[src/rtl/dff_debounce.sv]
// Two-flop synchroniser plus stability qualifier for a raw level feeding a dff.
// Emits registered rise/fall pulses and a wrapping count of accepted transitions.
module dff_debounce #(
  parameter int unsigned STABLE_CYCLES = 4,
  parameter int unsigned CNT_W         = 8
) (
  input  logic             clk,
  input  logic             reset,
  input  logic             d_in,
  output logic             q,
  output logic             rise,
  output logic             fall,
  output logic             busy,
  output logic [CNT_W-1:0] edge_count
);

  localparam int unsigned CW = ($clog2(STABLE_CYCLES) > 0) ? $clog2(STABLE_CYCLES) : 1;
  localparam logic [CW-1:0] LAST = CW'(STABLE_CYCLES - 1);

  typedef enum logic {IDLE, PENDING} state_t;

  state_t           state, state_nx;
  logic             s1, s2;
  logic [CW-1:0]    cnt, cnt_nx;
  logic             q_nx, rise_nx, fall_nx, busy_nx;
  logic [CNT_W-1:0] edge_count_nx;

  // Synchroniser; only s2 is used downstream.
  always_ff @(posedge clk or negedge reset) begin
    if (!reset) begin
      s1 <= 1'b0;
      s2 <= 1'b0;
    end else begin
      s1 <= d_in;
      s2 <= s1;
    end
  end

  always_ff @(posedge clk or negedge reset) begin
    if (!reset) begin
      state      <= IDLE;
      cnt        <= '0;
      q          <= 1'b0;
      rise       <= 1'b0;
      fall       <= 1'b0;
      busy       <= 1'b0;
      edge_count <= '0;
    end else begin
      state      <= state_nx;
      cnt        <= cnt_nx;
      q          <= q_nx;
      rise       <= rise_nx;
      fall       <= fall_nx;
      busy       <= busy_nx;
      edge_count <= edge_count_nx;
    end
  end

  // A candidate must differ from q on STABLE_CYCLES consecutive edges; any match restarts it.
  always_comb begin
    state_nx      = state;
    cnt_nx        = cnt;
    q_nx          = q;
    rise_nx       = 1'b0;
    fall_nx       = 1'b0;
    edge_count_nx = edge_count;
    unique case (state)
      IDLE: begin
        if (s2 != q) begin
          cnt_nx   = CW'(1);
          state_nx = PENDING;
        end else begin
          cnt_nx = '0;
        end
      end
      PENDING: begin
        if (s2 == q) begin
          cnt_nx   = '0;
          state_nx = IDLE;
        end else if (cnt == LAST) begin
          q_nx          = s2;
          rise_nx       = s2;
          fall_nx       = ~s2;
          edge_count_nx = edge_count + CNT_W'(1);
          cnt_nx        = '0;
          state_nx      = IDLE;
        end else begin
          cnt_nx = cnt + CW'(1);
        end
      end
      default: begin
        cnt_nx   = '0;
        state_nx = IDLE;
      end
    endcase
    busy_nx = (state_nx == PENDING);
  end

endmodule

[config.mk]
export PLATFORM = sky130hd
export DESIGN_NAME = dff_debounce
export DESIGN_NICKNAME = d
export VERILOG_FILES = /design/src/rtl/dff_debounce.sv
export SDC_FILE = /design/constraint.sdc
export NUM_CORES = 1
export LEC_CHECK = 0
export ABC_AREA = 0
export BUFFER_PORTS_ARGS = -buffer_cell sky130_fd_sc_hd__buf_2
export CAP_MARGIN = 20
export CORE_AREA = 4 4 41 43
export CTS_BUF_LIST = sky130_fd_sc_hd__clkbuf_8 sky130_fd_sc_hd__clkbuf_16
export CTS_CLUSTER_DIAMETER = 80
export CTS_CLUSTER_SIZE = 30
export DETAILED_ROUTE_END_ITERATION = 7
export DIE_AREA = 0 0 45 47
export GPL_TIMING_DRIVEN = 0
export PLACE_DENSITY = 0.77
export SLEW_MARGIN = 20
export SYNTH_ARGS = -nofsm -noshare
export SYNTH_HDL_FRONTEND = slang
export SYNTH_SLANG_ARGS = --single-unit
export TNS_END_PERCENT = 50
[constraint.sdc]
create_clock -name clk -period 4.5 [get_ports clk]
set_clock_uncertainty 0.2 [all_clocks]
set_input_delay 0.9 -clock clk [delete_from_list [all_inputs] [get_ports clk]]
set_output_delay 0.9 -clock clk [all_outputs]
set_load 0.05 [all_outputs]
==> metrics.md, run 1 <==
| Metric | Value |
|---|---|
| Tmin final | 2.12 ns |
| R2r startpoint | q |
| Average size of a mapped cell | 13.4 sq um |
| Synthesized area | 654 sq um |
| Post-synth top area cell | dfrtp_1 |
| Area share of the largest cell type after synthesis | 0.612 |
| Worst path buffer plus inverter count | 1 |
| Synth top area cells | dfrtp_1 61%, xor2_1 6.7%, ha_1 3.8%, nor3b_1 3.4%, xnor2_1 2.7% |
| Register area share after synthesis | 0.612 |
| Post-synthesis cell type count | 20 |
| Final Non-Filler Cells | 82 |
| Worst skew pair latency | about 0.24 ns |
| Detail Route Antenna Nets | 0 |
| Syn_nets | 54 |
| Inst Count DP | between 70 and 80 |
| Residual DRC | 0 |
| Area growth, synth to finish | 22.0% |
| Hold crit path type | flip-flop to flip-flop |
| Maximum vdd drop | 0.350 mV |
| Root buf cell | clkbuf_8 |
| Htree depth | 1 |
| RSZ-0062 raised after global routing | no |
| Slowest cell on the critical path | dfrtp_1 |
| Worst path top cell family by delay | flip-flops |
| Flop2flop setup slack | 2.88 ns |
| Longest Clk Path Bufs | 2 |
| Period utilisation layout | 0.472 |
| Seq cells post-synth | 16 |
| Core Region | 1300 sq um |
| Max_slew headroom | 0.690 |
| Primary FF master, synth | dfrtp_1 |
| Crit path cell chain | buf_2 |
| Via density | 5.17 |
| Via count | 424 |
| Share of cells above drive strength 1 | 0.343 |
| Clk slew on worst S/H paths | 0.06 ns |
| Final hold vios | 0 |
| ANT cells | 0 |
| Element type at the critical path end | output port |
| Fraction of registers with async set or reset after synthesis | 1.00 |
| Power share of the clock group | 0.266 |
| TritonRoute pass-1 iters | 4 |
| DR iter-0 viols | 9 |
| Setup-failing EPs final | 0 |
| PwrDens | 583 nW/um^2 |
| Clk sinks | 16 |
| Crit-path max cell delay | 0.47 ns |
| Cells after synthesis | 49 |
| Largest net degree at the start of global routing | 17 |
| Req. time, crit path | 3.40 ns |
| Die Wd | between 40 and 50 um |
| Port Buffer Count | 14 |
| Layout Nets | 73 |
| GRT Residual Overflow | 0 |
| Total Routing Usage GR | 0.126 |
| Number of buffers added for setup after CTS | 0 |
| CP Data Arrival Time | 1.02 ns |
| Post-CTS Resized | 0 |
| Max Slew Vio Count | 0 |
| Hold Buf Count CTS | 0 |
| Num rows | 13 |
| CP Launch Point | state |
| Worst slew pin tran | 0.463 ns |
| Internal | 0.291 mW |
| Pleak | about 0.42 nW |
| Psw | 0.175 mW |
| IO Pins | 15 |
| Die H | 47 um |
| EDFF count, synth | 0 |
| Worst setup SP type | flip-flop |
| Total of max-cap violations | 0 |
| Status | completed |
| Crit-path max FO | 7 |
| Post-Route WL | 1110 um |
| Die area | ~2100 sq um |
| Post-DP HPWL | a little over 800 um |
| Starting Density | 0.503 |
| Yosys warns | 0 |
| Fmax | 0.471 GHz |
| Vias in the first global route | 441 |
| Setup TNS | 0 ns |
| Hold_sp | s1 |
| CTS tree | yes |
| Switch share | 0.375 |
| Per-cell routed wire length | approximately 14 um |
| Initial antenna violation count | 0 |
| Pwr Total | between 0.4 and 0.5 mW |
| CTS Buf Count | 3 |
| Sequential power share | 0.428 |
| Global-route wire length before repair | 1850 um |
| Critical path type | flip-flop to output port |
| RePlAce Congestion | 0.684 |
| Combinational Power Share | 0.306 |
## metrics by stage
| stage | worst slack (ns) | utilization | hold WS (ns) | cell area, sq um |
|---|---|---|---|---|
| after detailed placement | 2.66 | 0.571 | 0.136 | 743 |
| after floorplan | 2.73 | - | 0.131 | 654 |
| final | 2.38 | 0.613 | 0.148 | 798 |
| after CTS | 2.37 | 0.613 | 0.149 | 798 |
| after global routing | 2.33 | 0.613 | 0.159 | 798 |
| after global placement | 2.67 | 0.571 | 0.133 | 743 |
## kinds of logic after synthesis
family | count (synthesis) | synth area share
AO/OA/AOI/OAI | 2 | 0.0191
adder cells (fa/ha/maj) | 2 | 0.0382
flip-flops | 16 | 0.612
XOR/XNOR | 8 | 0.119
multiplexers | 2 | 0.0401
AND/OR/NAND/NOR | 18 | 0.166
buffers and inverters | 1 | 0.00573
## per-layer routing
layer | up-vias | global-route usage | wire (um)
met1 | 211 | 0.139 | 481
met4 | 0 | 0.0702 | 8
met5 | - | 0 | 0
li1 | 205 | - | -
met3 | 2 | 0.0345 | 41
met2 | 6 | 0.220 | 582
## cells in the final DEF (no fill, tap or decap), drive strengths merged
master / synthesis / final
buf: 0 / 14
nand3: 2 / 2
dfrtp: 16 / 16
a21oi: 1 / 1
mux2: 2 / 2
xnor2: 3 / 3
and4: 1 / 1
nor2: 4 / 4
xor2: 5 / 5
ha: 2 / 2
nor3: 2 / 2
nor3b: 3 / 3
nand4: 1 / 1
o21a: 1 / 1
nand2: 3 / 3
inv: 1 / 1
nand3b: 1 / 1
clkbuf: 0 / 4
nor4b: 1 / 1
## cells in the mapped netlist, types with 2 or more instances
cell     instances
nor3_1           2
xor2_1           5
nor2_1           3
ha_1             2
nand2_1          3
xnor2_1          2
dfrtp_1         16
nor3b_1          3
nand3_1          2
## worst paths after layout
kind / to / cells after the start
min reg2reg: s2 / 0
min: s2 / 0
max in group asynchronous: cnt[1] / 1
max reg2reg: edge_count[1] / 3
max: busy / 1
min in group asynchronous: edge_count[4] / 1
## flip-flops by register name, indices dropped and copies added, names as in the netlist
register,cells
s2,1
edge_count,8
cnt,2
state,1
q,1
fall,1
s1,1
rise,1
## layout make-up
class,count,area (sq um)
well taps,15,18.8
fillers,116,503
repair buffers,14,70.1
flip-flops and latches,16,400
multi-input cells,32,250
clock buffers,4,55.1
inverters,1,3.75
## power groups by stage
stage	registers [mW]	clock network (mW)	logic, mW
5_1_grt	0.204	0.133	0.152
6_report	0.199	0.124	0.143
3_3_place_gp	0.197	0	0.139
2_1_floorplan	0.253	0	0.0530
3_5_place_dp	0.202	0	0.144
4_1_cts	0.200	0.126	0.144
Power figures use the tool's default switching activity.
==> run 2: changes to the inputs <==
--- a/config.mk
+++ b/config.mk
@@ -8,12 +8,12 @@
 export ABC_AREA = 0
 export BUFFER_PORTS_ARGS = -buffer_cell sky130_fd_sc_hd__buf_2
 export CAP_MARGIN = 20
-export CORE_AREA = 4 4 41 43
+export CORE_MARGIN = 4
+export CORE_UTILIZATION = 49
 export CTS_BUF_LIST = sky130_fd_sc_hd__clkbuf_8 sky130_fd_sc_hd__clkbuf_16
 export CTS_CLUSTER_DIAMETER = 80
 export CTS_CLUSTER_SIZE = 30
 export DETAILED_ROUTE_END_ITERATION = 7
-export DIE_AREA = 0 0 45 47
 export GPL_TIMING_DRIVEN = 0
 export PLACE_DENSITY = 0.77
 export SLEW_MARGIN = 20
==> constraint.sdc (replaced) <==
create_clock -name clk -period 2.1 [get_ports clk]
set_clock_uncertainty 0.2 [all_clocks]
set_input_delay 0.42 -clock clk [delete_from_list [all_inputs] [get_ports clk]]
set_output_delay 0.42 -clock clk [all_outputs]
set_load 0.05 [all_outputs]
==> metrics.md, run 2 (synthesized netlist as in run 1, its figures left out) <==
| Metric | Value |
|---|---|
| Area of placed instances | 742 sq um |
| GRT Residual Overflow | 0 |
| Worst slew pin tran | 0.477 ns |
| Layout Nets | 74 |
| Max_slew headroom | 0.680 |
| Critical path type | flip-flop to flip-flop |
| CTS Buf Count | 3 |
| Sequential power share | 0.448 |
| RSZ-0062 raised after global routing | no |
| Fin area | just under 800 sq um |
| Num rows | 12 |
| Fmax | 0.618 GHz |
| Power share of the clock group | 0.231 |
| Hold_sp | d_in |
| Share of cells above drive strength 1 | 0.328 |
| Total Routing Usage GR | 0.124 |
| CP Launch Point | q |
| Total of max-cap violations | 0 |
| Internal | 0.584 mW |
| Hold crit path type | input pin to flip-flop |
| Min setup slack post-route | 0.482 ns |
| Psw | roughly 0.36 mW |
| Pwr Total | 0.940 mW |
| Crit-path max FO | 10 |
| DR iter-0 viols | 7 |
| Via density | approximately 5.3 |
| Final Non-Filler Cells | 81 |
| Combinational Power Share | 0.321 |
| Maximum vdd drop | 0.705 mV |
| Post-DP HPWL | about 760 um |
| Number of flip-flops in the largest register | 8 |
| Htree depth | 1 |
| R2r startpoint | q |
| PwrDens | 1180 nW/um^2 |
| Max Slew Vio Count | 0 |
| Core Region | 1190 sq um |
| CP Data Arrival Time | 1.54 ns |
| Tmin final | 1.62 ns |
| Req. time, crit path | ~2.0 ns |
| RePlAce Congestion | 0.669 |
| Final hold vios | 0 |
| Initial antenna violation count | 0 |
| Detail Route Antenna Nets | 0 |
| Most frequent cells in the layout | 16 x dfrtp_1, 14 x buf_2, 5 x xor2_1 |
| DP Worst Slack | about 0.49 ns |
| Clk slew on worst S/H paths | 0.06 ns |
| Status | completed |
| Worst skew pair latency | approximately 0.24 ns |
| Inst Count DP | 77 |
| Worst setup SP type | flip-flop |
| Die area | 1980 sq um |
| Die Wd | 44.5 um |
| Clk sinks | 16 |
| Starting Density | 0.552 |
| Pleak | 0.417 nW |
| Vias in the first global route | 432 |
| CTS tree | yes |
| Worst hold slack | between 0.08 and 0.09 ns |
| Post-CTS Resized | 0 |
| Commonest non-fill, non-tap cell in the layout | dfrtp_1 |
| Die H | 44.5 um |
| Port Buffer Count | 14 |
| Global-route wire length before repair | 1790 um |
| Via count | 427 |
| Switch share | 0.379 |
| Root buf cell | clkbuf_8 |
| Setup TNS | 0 ns |
| Area growth, synth to finish | 21.2% |
| TritonRoute pass-1 iters | 4 |
| Share of the core filled with cells | 0.669 |
| Post-Route WL | 1080 um |
| Regs by FF count | edge_count (8), cnt (2) |
| Per-cell routed wire length | 13.3 um |
| Longest Clk Path Bufs | 2 |
| IO Pins | 15 |
| Setup-failing EPs final | 0 |
| Residual DRC | 0 |
| Largest net degree at the start of global routing | 17 |
| Element type at the critical path end | flip-flop |
| Largest Register | edge_count |
| Period utilisation layout | 0.770 |
| ANT cells | 0 |
-- run 2: cell types whose count changed in the layout (fill, tap and decap cells not counted), sizes merged --
cell	before	now
clkbuf	4	3
dlygate4sd3	0	1
-- run 2: final cells by class --
type                       count  area (sq um)
sequential                    16           400
fill                          99           393
multi-input combinational     32           250
timing repair buffer          15          80.1
clock buffer                   3          41.3
tap                           14          17.5
inverter                       1          3.75
-- run 2: power groups by stage --
stage / clock network (mW) / logic [mW] / registers [mW]
finish: 0.218 / 0.302 / 0.421
global placement: 0 / 0.299 / 0.422
detailed placement: 0 / 0.301 / 0.427
CTS: 0.223 / 0.305 / 0.421
global route: 0.232 / 0.320 / 0.434
floorplan: 0 / 0.114 / 0.541
-- run 2: path summary, 6_finish.rpt --
path / slack (ns) / cells past startpoint / end
max: 0.48 / 3 / edge_count[1]
min: 0.08 / 1 / s1
max reg2reg: 0.48 / 3 / edge_count[1]
min reg2reg: 0.16 / 0 / s2
max in group asynchronous: 1.04 / 2 / edge_count[0]
min in group asynchronous: 0.41 / 2 / cnt[0]
-- run 2: what timing repair did --
action	4_1_cts	5_1_grt
setup buffers	0	0
endpoints found under the hold margin	16	0
hold buffers	1	0
-- run 2: layer usage --
layer  vias to the layer above  GRT usage  wire, um
met5                         -          0         0
met4                         0     0.0542         9
met3                         2     0.0366        60
met2                        12      0.201       524
met1                       209      0.151       487
li1                        204          -         -
-- run 2: worst max-delay path, stage by stage, from the launching register on --
cell and delay, ns:
dfrtp_1 0.43, xnor2_2 0.44, nor2_2 0.12, mux2_4 0.31
==> run 3: changes to the inputs <==
--- a/config.mk
+++ b/config.mk
@@ -9,13 +9,13 @@
 export BUFFER_PORTS_ARGS = -buffer_cell sky130_fd_sc_hd__buf_2
 export CAP_MARGIN = 20
 export CORE_MARGIN = 4
-export CORE_UTILIZATION = 49
+export CORE_UTILIZATION = 44
 export CTS_BUF_LIST = sky130_fd_sc_hd__clkbuf_8 sky130_fd_sc_hd__clkbuf_16
 export CTS_CLUSTER_DIAMETER = 80
 export CTS_CLUSTER_SIZE = 30
 export DETAILED_ROUTE_END_ITERATION = 7
 export GPL_TIMING_DRIVEN = 0
-export PLACE_DENSITY = 0.77
+export PLACE_DENSITY = 0.73
 export SLEW_MARGIN = 20
 export SYNTH_ARGS = -nofsm -noshare
 export SYNTH_HDL_FRONTEND = slang
==> constraint.sdc (replaced) <==
create_clock -name clk -period 1.41 [get_ports clk]
set_clock_uncertainty 0.2 [all_clocks]
set_input_delay 0.282 -clock clk [delete_from_list [all_inputs] [get_ports clk]]
set_output_delay 0.282 -clock clk [all_outputs]
set_load 0.05 [all_outputs]
==> metrics.md, run 3 (synthesized netlist as in run 1, its figures left out) <==
| Metric | Value |
|---|---|
| Max_slew headroom | 0.768 |
| Final hold vios | 0 |
| IO Pins | 15 |
| CTS tree | yes |
| Max Slew Vio Count | 0 |
| Switch share | 0.369 |
| Flop2flop setup slack | -0.04 ns |
| CP Data Arrival Time | 1.41 ns |
| GRT Residual Overflow | 0 |
| Status | finished, violations left |
| Vias in the first global route | 473 |
| Number of flip-flops in the largest register | 8 |
| Die area | 2170 sq um |
| Residual DRC | 0 |
| Layout Nets | 83 |
| Power share of the clock group | 0.204 |
| Setup TNS | -0.0465 ns |
| Setup-failing EPs final | 2 |
| ANT cells | 0 |
| Worst setup SP type | flip-flop |
| Area growth, synth to finish | 45.7% |
| Period utilisation layout | 1.03 |
| CTS Buf Count | 3 |
| Total of max-cap violations | 0 |
| Die Wd | between 40 and 50 um |
| Hold_sp | s1 |
| Initial antenna violation count | 0 |
| Psw | approximately 0.61 mW |
| Worst skew pair latency | 0.24 ns |
| Detail Route Antenna Nets | 0 |
| Internal | 1.04 mW |
| Tmin final | 1.45 ns |
| Crit-path max FO | 5 |
| Htree depth | 1 |
| Num rows | 13 |
| R2r startpoint | s2 |
| Min setup slack post-route | -0.0368 ns |
| Fmax | roughly 0.7 GHz |
| Share of cells above drive strength 1 | 0.597 |
| PwrDens | 1730 nW/um^2 |
| Post-DP HPWL | 729 um |
| Largest Register | edge_count |
| Worst slew pin tran | 0.348 ns |
| Clk slew on worst S/H paths | 0.06 ns |
| Reg2Reg Capture Point | edge_count[7] |
| Failing checks | negative setup slack |
| Hold crit path type | flip-flop to flip-flop |
| Largest net degree at the start of global routing | 17 |
| Via density | 5.15 |
| Post-Route WL | roughly 1200 um |
| Hold depth | 0 |
| Element type at the critical path end | flip-flop |
| Critical path type | flip-flop to flip-flop |
| Final Non-Filler Cells | 92 |
| Most frequent cells in the layout | 10 x dfrtp_2, 9 x buf_2, 9 x buf_4, 6 x dfrtp_1, 5 x xor2_1 |
| Commonest non-fill, non-tap cell in the layout | dfrtp_2 |
| Starting Density | 0.485 |
| R2R depth | 4 |
| Hold Path End | s2 |
| # fillers | 100 |
| Total Routing Usage GR | 0.134 |
| RSZ-0062 raised after global routing | yes |
| Port Buffer Count | 14 |
| Req. time, crit path | between 1 and 1.5 ns |
| Root buf cell | clkbuf_8 |
| Via count | between 400 and 500 |
| Per-cell routed wire length | 12.6 um |
| DR iter-0 viols | 3 |
| Inst Count DP | slightly below 80 |
| Regs by FF count | edge_count (8), cnt (2) |
| Longest Clk Path Bufs | 2 |
| Clk sinks | 16 |
| Maximum vdd drop | 1.33 mV |
| Pleak | 0.467 nW |
| TritonRoute pass-1 iters | 4 |
| RePlAce Congestion | just under 0.7 |
| Die H | about 47 um |
| Sequential power share | 0.399 |
| Combinational Power Share | 0.397 |
| Core Region | 1350 sq um |
| Global-route wire length before repair | 2040 um |
[run 3: changes by cell type in the layout (fill, tap and decap cells not counted), moves of 5 or more]
cell     change
buf_2        -5
buf_4        +9
dfrtp_1     -10
dfrtp_2     +10
[run 3: timing repair]
| item | 4_1_cts | 5_1_grt |
|---|---|---|
| buffers inserted | 7 | 1 |
| endpoints found under the hold margin | 17 | 0 |
| setup endpoints to repair | 7 | 12 |
| resized for setup | 10 | 6 |
| pin swaps | 5 | 2 |
| hold buffers | 2 | 0 |
[run 3: layer usage]
metal | GRT usage | routed length [um] | vias up
met4 | 0.0341 | 0 | 0
met5 | 0 | 0 | -
met2 | 0.228 | 552 | 13
met3 | 0.0469 | 70 | 0
li1 | - | - | 224
met1 | 0.159 | 535 | 237
[run 3: per-stage QoR]
step                cell area [sq um]  setup WS (ns)  hold slack [ns]  total power [mW]   util
finish                            953        -0.0368            0.150              1.65  0.706
global route                      953        -0.0924            0.177              1.75  0.706
CTS                               930        -0.0128            0.152              1.63  0.689
detailed placement                768        -0.0981          0.00963              1.12  0.569
global placement                  768        -0.0838          0.00525              1.11  0.569
floorplan                         679         -0.104           -0.214              1.01      -
[run 3: power groups by stage]
| stage | clock network, mW | logic [mW] | registers [mW] |
|---|---|---|---|
| finish | 0.337 | 0.655 | 0.658 |
| global route | 0.361 | 0.713 | 0.677 |
| CTS | 0.339 | 0.631 | 0.660 |
| detailed placement | 0 | 0.466 | 0.654 |
| global placement | 0 | 0.461 | 0.648 |
| floorplan | 0 | 0.185 | 0.826 |
[run 3: cell type report]
| class | instances | area [sq um] | area share |
|---|---|---|---|
| clock buffers | 3 | 41.3 | 0.0433 |
| flip-flops and latches | 16 | 413 | 0.433 |
| multi-input cells | 32 | 303 | 0.318 |
| repair buffers | 24 | 170 | 0.178 |
| well taps | 15 | 18.8 | 0.0197 |
| clock inverters | 1 | 3.75 | 0.00394 |
| inverters | 1 | 3.75 | 0.00394 |
[run 3: worst max path at each step]
stage / from / end / slack [ns] / cells past startpoint
2_1_floorplan: q / edge_count[1] / -0.10 / 3
3_3_place_gp: cnt[0] / edge_count[1] / -0.08 / 4
3_5_place_dp: cnt[0] / edge_count[1] / -0.1 / 4
4_1_cts: q / q / -0.01 / 1
5_1_grt: cnt[0] / edge_count[7] / -0.09 / 4
6_report: s2 / edge_count[7] / -0.04 / 4
[run 3: critical path, stage by stage, from the launching register on]
cell	delay, ns
dfrtp_2	0.44
xnor2_4	0.18
buf_6	0.14
nor4b_4	0.21
xor2_1	0.20
